==> config.mk <==
export PLATFORM = sky130hd
export DESIGN_NAME = sram_like_bridge
export DESIGN_NICKNAME = d
export VERILOG_FILES = /design/src/rtl/sram_like_bridge.sv
export SDC_FILE = /design/constraint.sdc
export NUM_CORES = 1
export LEC_CHECK = 0
export ABC_AREA = 1
export CAP_MARGIN = 20
export CORE_ASPECT_RATIO = 2
export CORE_UTILIZATION = 26
export CTS_CLUSTER_SIZE = 30
export DETAILED_ROUTE_END_ITERATION = 16
export PLACE_DENSITY = 0.77
export SLEW_MARGIN = 10
export SYNTH_ARGS = -nofsm -noshare
export SYNTH_HDL_FRONTEND = slang
export SYNTH_SLANG_ARGS = --single-unit
==> constraint.sdc <==
create_clock -name clk -period 0.9 [get_ports clk]
set_input_delay 0.09 -clock clk [delete_from_list [all_inputs] [get_ports clk]]
set_output_delay 0.09 -clock clk [all_outputs]
set_load 0.1 [all_outputs]
==> src/rtl/sram_like_bridge.sv <==
// rtl/sram_like_bridge.sv - CPU to SRAM-like bus bridge, one outstanding access; optional WAIT timeout via SRAML_TIMEOUT_EN
module sram_like_bridge (
   input  logic        clk,
   input  logic        rst,
   input  logic        cpu_en,
   input  logic [3:0]  cpu_wen,
   input  logic [31:0] cpu_addr,
   input  logic [31:0] cpu_wdata,
   output logic [31:0] cpu_rdata,
   output logic        cpu_stall,
   input  logic        longest_stall,
   output logic        req,
   output logic        wr,
   output logic [1:0]  size,
   output logic [31:0] addr,
   output logic [31:0] wdata,
   input  logic        addr_ok,
   input  logic        data_ok,
   input  logic [31:0] rdata,
   output logic        bus_err
);

   typedef enum logic [1:0] {S_IDLE, S_WAIT, S_DONE} state_t;

   state_t      state_q, state_d;
   logic [31:0] cpu_rdata_q, cpu_rdata_d;
`ifdef SRAML_TIMEOUT_EN
   logic [7:0]  cnt_q, cnt_d;
   logic        bus_err_q, bus_err_d;
`endif

   // Bus request side and CPU stall, straight from the CPU inputs and state
   always_comb begin
      req       = cpu_en & (state_q == S_IDLE);
      wr        = |cpu_wen;
      addr      = cpu_addr;
      wdata     = cpu_wdata;
      cpu_stall = cpu_en & (state_q != S_DONE);
      cpu_rdata = cpu_rdata_q;
   end

   // Transfer size from the byte-enable pattern; odd patterns fall back to word
   always_comb begin
      case (cpu_wen)
         4'b0011, 4'b1100:                   size = 2'd1;
         4'b0001, 4'b0010, 4'b0100, 4'b1000: size = 2'd0;
         default:                            size = 2'd2;
      endcase
   end

   // Next state, response capture and (optionally) the WAIT timeout
   always_comb begin
      state_d     = state_q;
      cpu_rdata_d = cpu_rdata_q;
`ifdef SRAML_TIMEOUT_EN
      cnt_d       = cnt_q;
      bus_err_d   = 1'b0;
`endif
      case (state_q)
         S_IDLE: begin
            // data_ok here is a stray response and is ignored
            if (req && addr_ok) begin
               state_d = S_WAIT;
`ifdef SRAML_TIMEOUT_EN
               cnt_d   = 8'd0;
`endif
            end
         end
         S_WAIT: begin
            if (data_ok) begin
               state_d     = S_DONE;
               cpu_rdata_d = rdata;
`ifdef SRAML_TIMEOUT_EN
            end else if (cnt_q == 8'd254) begin
               // 255th WAIT cycle without a response
               state_d     = S_DONE;
               cpu_rdata_d = 32'h0;
               bus_err_d   = 1'b1;
            end else begin
               cnt_d = cnt_q + 8'd1;
`endif
            end
         end
         S_DONE: begin
            if (!longest_stall) begin
               state_d = S_IDLE;
            end
         end
         default: state_d = S_IDLE;
      endcase
   end

`ifdef SRAML_TIMEOUT_EN
   assign bus_err = bus_err_q;
`else
   assign bus_err = 1'b0;
`endif

   // State and captured data registers
   always_ff @(posedge clk or posedge rst) begin
      if (rst) begin
         state_q     <= S_IDLE;
         cpu_rdata_q <= 32'h0;
      end else begin
         state_q     <= state_d;
         cpu_rdata_q <= cpu_rdata_d;
      end
   end

`ifdef SRAML_TIMEOUT_EN
   // Timeout counter and error pulse registers
   always_ff @(posedge clk or posedge rst) begin
      if (rst) begin
         cnt_q     <= 8'd0;
         bus_err_q <= 1'b0;
      end else begin
         cnt_q     <= cnt_d;
         bus_err_q <= bus_err_d;
      end
   end
`endif

endmodule

**Word-level counts from Yosys, hierarchy flattened**

Cells that the tools add are included.

- Flip-flop bits (word level): 34
- Bits in latches: 0
- Bits in writable memories: 0
- ROM bits: 0
- Bits of input ports: 106
- Output and inout port bits: 102
- Logic and storage cells: 28
- Memories: 0

- $add $sub $neg: 0
- Multipliers: 0
- Divide/modulo/power cells: 0
- Magnitude comparators: 0
- Equality and inequality tests: 12
- Shift-type cells: 0
- Multiplexer cells: 5
- Bitwise logic cells: 2
- Reduce and logical (&&, ||, !) cells: 7

Operators by type and width:

| operator | number |
|---|---|
| 4-bit by 2-bit == test with 1-bit output, second input constant | 2 |
| 4-bit == test, second input constant | 2 |
| 4-bit OR reduction | 2 |
| 2-bit two-way mux | 3 |
| 2-bit inequality test, second input constant | 3 |
| 2-bit one-hot mux with 3 select lines | 1 |
| 4-bit by 1-bit == test with 1-bit output, second input constant | 1 |
| 4-bit by 3-bit == test with 1-bit output, second input constant | 1 |
| 2-bit one-hot mux with 2 select lines | 1 |
| 3-bit AND reduction | 1 |
| 1-bit bitwise AND | 2 |
| 2-bit by 1-bit == test with 1-bit output, second input constant | 1 |
| 2-bit == test, second input constant | 1 |
| 2-bit logical NOT | 1 |
| 2-bit by 1-bit inequality test with 1-bit output, second input constant | 1 |
| 2-bit AND reduction | 1 |
| 2-bit OR reduction | 1 |
| 1-bit logical AND | 1 |

**Depth between registers and ports, before layout**

- Depth after elaboration: 5
- Gate-level depth with buffers: 5
- Depth with buffers taken out: 4

**Worst setup path after synthesis**

OpenSTA, ideal clock, no wires.

- Path type: reg2out
- Start point: reg state_q[0]
- End point: out req
- Arrival: 2741 ps
- Data required time: 810 ps
- Slack: -1931 ps
- Stages on the path, launching flop included: 4
- Buffers on the path: 2
- Cells stage by stage: dfrtp_1 buf_4 buf_2 nor3_1

- Word-level cells in the longest chain between the ends: 2

RTL lines:

| item | line | text |
|---|---|---|
| from (decl) | 25 | `state_t state_q, state_d;` |
| from (signal assigned) | 105 | `state_q <= state_d;` |
| 2-bit logical NOT | 34 | `req = cpu_en & (state_q == S_IDLE);` |
| 1-bit bitwise AND | 34 |  |
| to (decl) | 12 | `output logic req,` |

No other way between the ends.

**Worst setup path in the final report**

- Start point: reg state_q[1]
- End point: out req

The elaborated chain is that of the path after synthesis.

==> run_results.csv <==
group,metric,value,unit
synthesis,yosysMostFrequentCell,"nand2_1",
timing,setup_tns,-11590,ps
routing,vias_per_cell,4.72,
synthesis,yosysUniqueCellTypes,14,
timing,worst_slack,-362,ps
routing,drc,0,
routing,wl_per_cell,16.7,um
placement,placed_area,0.00293,mm^2
floorplanning,die-height,126,um
setup_path,crit_family,"flip-flops",
floorplanning,dieArea,0.00801,mm^2
synthesis,ys_top_cells_by_area,"dfrtp_1 43%, buf_4 25%, nand2_1 14%",
synthesis,synth_area,0.00199,mm^2
synthesis,synth-main-ff-cell,"dfrtp_1",
routing,dr.pass1.iters,4,
finish,syn2layout_area_growth,59.6,%
setup_path,reg2reg_from,"state_q[1]$_DFFE_PP0P_",
timing,hold_violations,0,
timing,final.min_clock_period,1260,ps
power_and_ir_drop,leakage,1.44,nW
timing,finalCritPeriodShare,1.40,
cts,cts-buffers-inserted,5,
timing,setup_viol,68,
grt,grt_pass1_vias,1843,
setup_path,crit_chain,"nor3_4 > buf_12",
grt,grt_max_degree,35,
timing,fmax,0.793,GHz
floorplanning,start_util,0.271,
grt,grt_first_pass_wirelength,9240,um
setup_path,start_kind,"register",
finish,nets,366,
placement,place.gp.congestion,0.768,
timing,skew,5.84,ps
cts,clk_pin_slew,50,ps
job,max-cap-violations,0,
floorplanning,core,0.00732,mm^2
floorplanning,die_w,63.8,um
placement,hpwlAfterDp,4500,um
setup_path,crit_fanout,4,
cts,htreeDepth,2,
cts,clock_latency,270,ps
synthesis,yosys_warnings,0,
setup_path,worstPathArrival,1170,ps
synthesis,synth_top_cell_area_share,0.428,
synthesis,syn_inst,234,
routing,initialDrtViolationCount,60,
setup_path,end_kind,"primary output",
floorplanning,num_io_pins,208,
synthesis,synth_edf_count,0,
setup_path,critPathSlowestCell,"dfrtp_2",
finish,diodes,0,
setup_path,max_stage_delay,450,ps
synthesis,yosysSeqAreaShare,0.428,
timing,grt_setup_unrepaired,"yes",
synthesis,ys_async_sr_fraction,1.00,
grt,track_usage,0.153,
cts,cts-root-buf,"clkbuf_16",
synthesis,ys_ff_latch,34,
synthesis,syn_avg_cell_area,8.49,um^2
setup_path,crit_type,"reg -> out",
finish,final_util,0.433,
synthesis,yosys-top-cells-count,"72 x nand2_1, 66 x buf_4, 34 x dfrtp_1",
power_and_ir_drop,pwr_density_cell,4980,mW/mm^2
finish,layout-drive-gt1-share,0.433,
placement,io_buffers,78,
setup_path,r2r-end,"cpu_rdata[25]$_DFFE_PP0P_",
synthesis,synth_nets,340,
setup_path,required,810,ps
cts,max-clock-path-buffers,2,
outcome,violations,"setup timing",
timing,final_max_slew_viol_count,0,
worst_hold_path,hp-class,"in -> async",
routing,drt.antenna.violating_nets,0,
grt,grt_overflow,0,
synthesis,post-synth-top-area-cell,"dfrtp_1",
timing,hold_ws,180,ps
outcome,status,"finished, violations left",
grt,antenna_found_initial,0,
finish,fin_area,0.00317,mm^2
setup_path,cp.buffers_inverters,1,
floorplanning,num_rows,44,
routing,vias,1667,
setup_path,r2r_slack,-300,ps
cts,tritoncts,"built",
routing,wirelength,5910,um
setup_path,r2r_cells,6,
power_and_ir_drop,ir_drop,0.00209,V
cts,cts_sinks,34,
## worst max path at each step
stage                                start                        end  slack, ps  depth (start not counted)
finish              state_q[1]$_DFFE_PP0P_                        req       -360                          2
global route        state_q[1]$_DFFE_PP0P_                        req       -390                          2
CTS                 state_q[1]$_DFFE_PP0P_                        req       -370                          2
detailed placement                 data_ok  cpu_rdata[25]$_DFFE_PP0P_       -340                          4
global placement                   data_ok  cpu_rdata[18]$_DFFE_PP0P_       -290                          4
floorplan           state_q[0]$_DFFE_PP0P_                        req       -550                          3
## worst reg2reg max path, cell delays in order, from the launching register on
cell and delay [ps]:
dfrtp_2 450, buf_4 170, inv_6 70, nand3_4 100, buf_12 180, nand2_1 80, nand2_1 50
## report_power, final
part           leakage (nW)  internal [mW]  switching [mW]  total (mW)
sequential            0.384           2.39           0.796        3.18
combinational         0.970           3.85            6.90        10.7
clock                0.0832           1.25           0.608        1.86
## final cells by class
class                           count  area, um^2
Fill cell                         699        4150
Timing Repair Buffer               98        1360
Sequential cell                    34         892
Multi-Input combinational cell    115         608
Clock buffer                        8         166
Tap cell                           92         115
Inverter                            6        30.0
## placed cells by master, fill, tap and decap left out
cell type / instances
conb_1: 1
nand4_1: 32
inv_1: 4
clkdlybuf4s50_1: 37
clkbuf_16: 5
nand2_1: 68
dfrtp_2: 33
nor2_1: 1
dfrtp_1: 1
a21oi_1: 1
buf_12: 41
nor2_4: 2
nand2_8: 2
inv_6: 1
nor3_4: 1
buf_2: 4
inv_4: 1
buf_6: 7
clkbuf_8: 3
nand3_1: 3
a21oi_4: 1
nand3_4: 1
buf_4: 9
nand2_2: 2
## timing repair
item	CTS	global route
setup buffers	2	2
gates cloned	1	0
hold buffers	0	0
resized for setup	31	0
pin swaps	4	0
hold endpoints to repair	0	0
endpoints found under the setup margin	71	68
## routing by layer
| metal | global-route usage | vias up | part of all wire |
|---|---|---|---|
| li1 | - | 748 | - |
| met1 | 0.140 | 762 | 0.31 |
| met2 | 0.265 | 97 | 0.52 |
| met3 | 0.0465 | 60 | 0.093 |
| met4 | 0.135 | 0 | 0.074 |
| met5 | 0 | - | 0 |
## sequential cells by signal, summed over array words and instances (netlist names)
signal     cells
cpu_rdata     32
state_q        2
## cells by family after synthesis
kind of cell,count (synthesis),share of synthesized area
other,1,0.00189
AND/OR/NAND/NOR,112,0.261
AO/OA/AOI/OAI,2,0.00504
buffers and inverters,85,0.303
flip-flops,34,0.428
## per-stage QoR
step / std cells / total power [mW] / setup slack [ps]
2_1_floorplan: 234 / 10.8 / -547
3_3_place_gp: 340 / 13.6 / -290
3_5_place_dp: 340 / 13.8 / -343
4_1_cts: 351 / 15.9 / -371
5_1_grt: 353 / 16.4 / -385
6_report: 353 / 15.8 / -362
(Power assumes the default switching activity.)
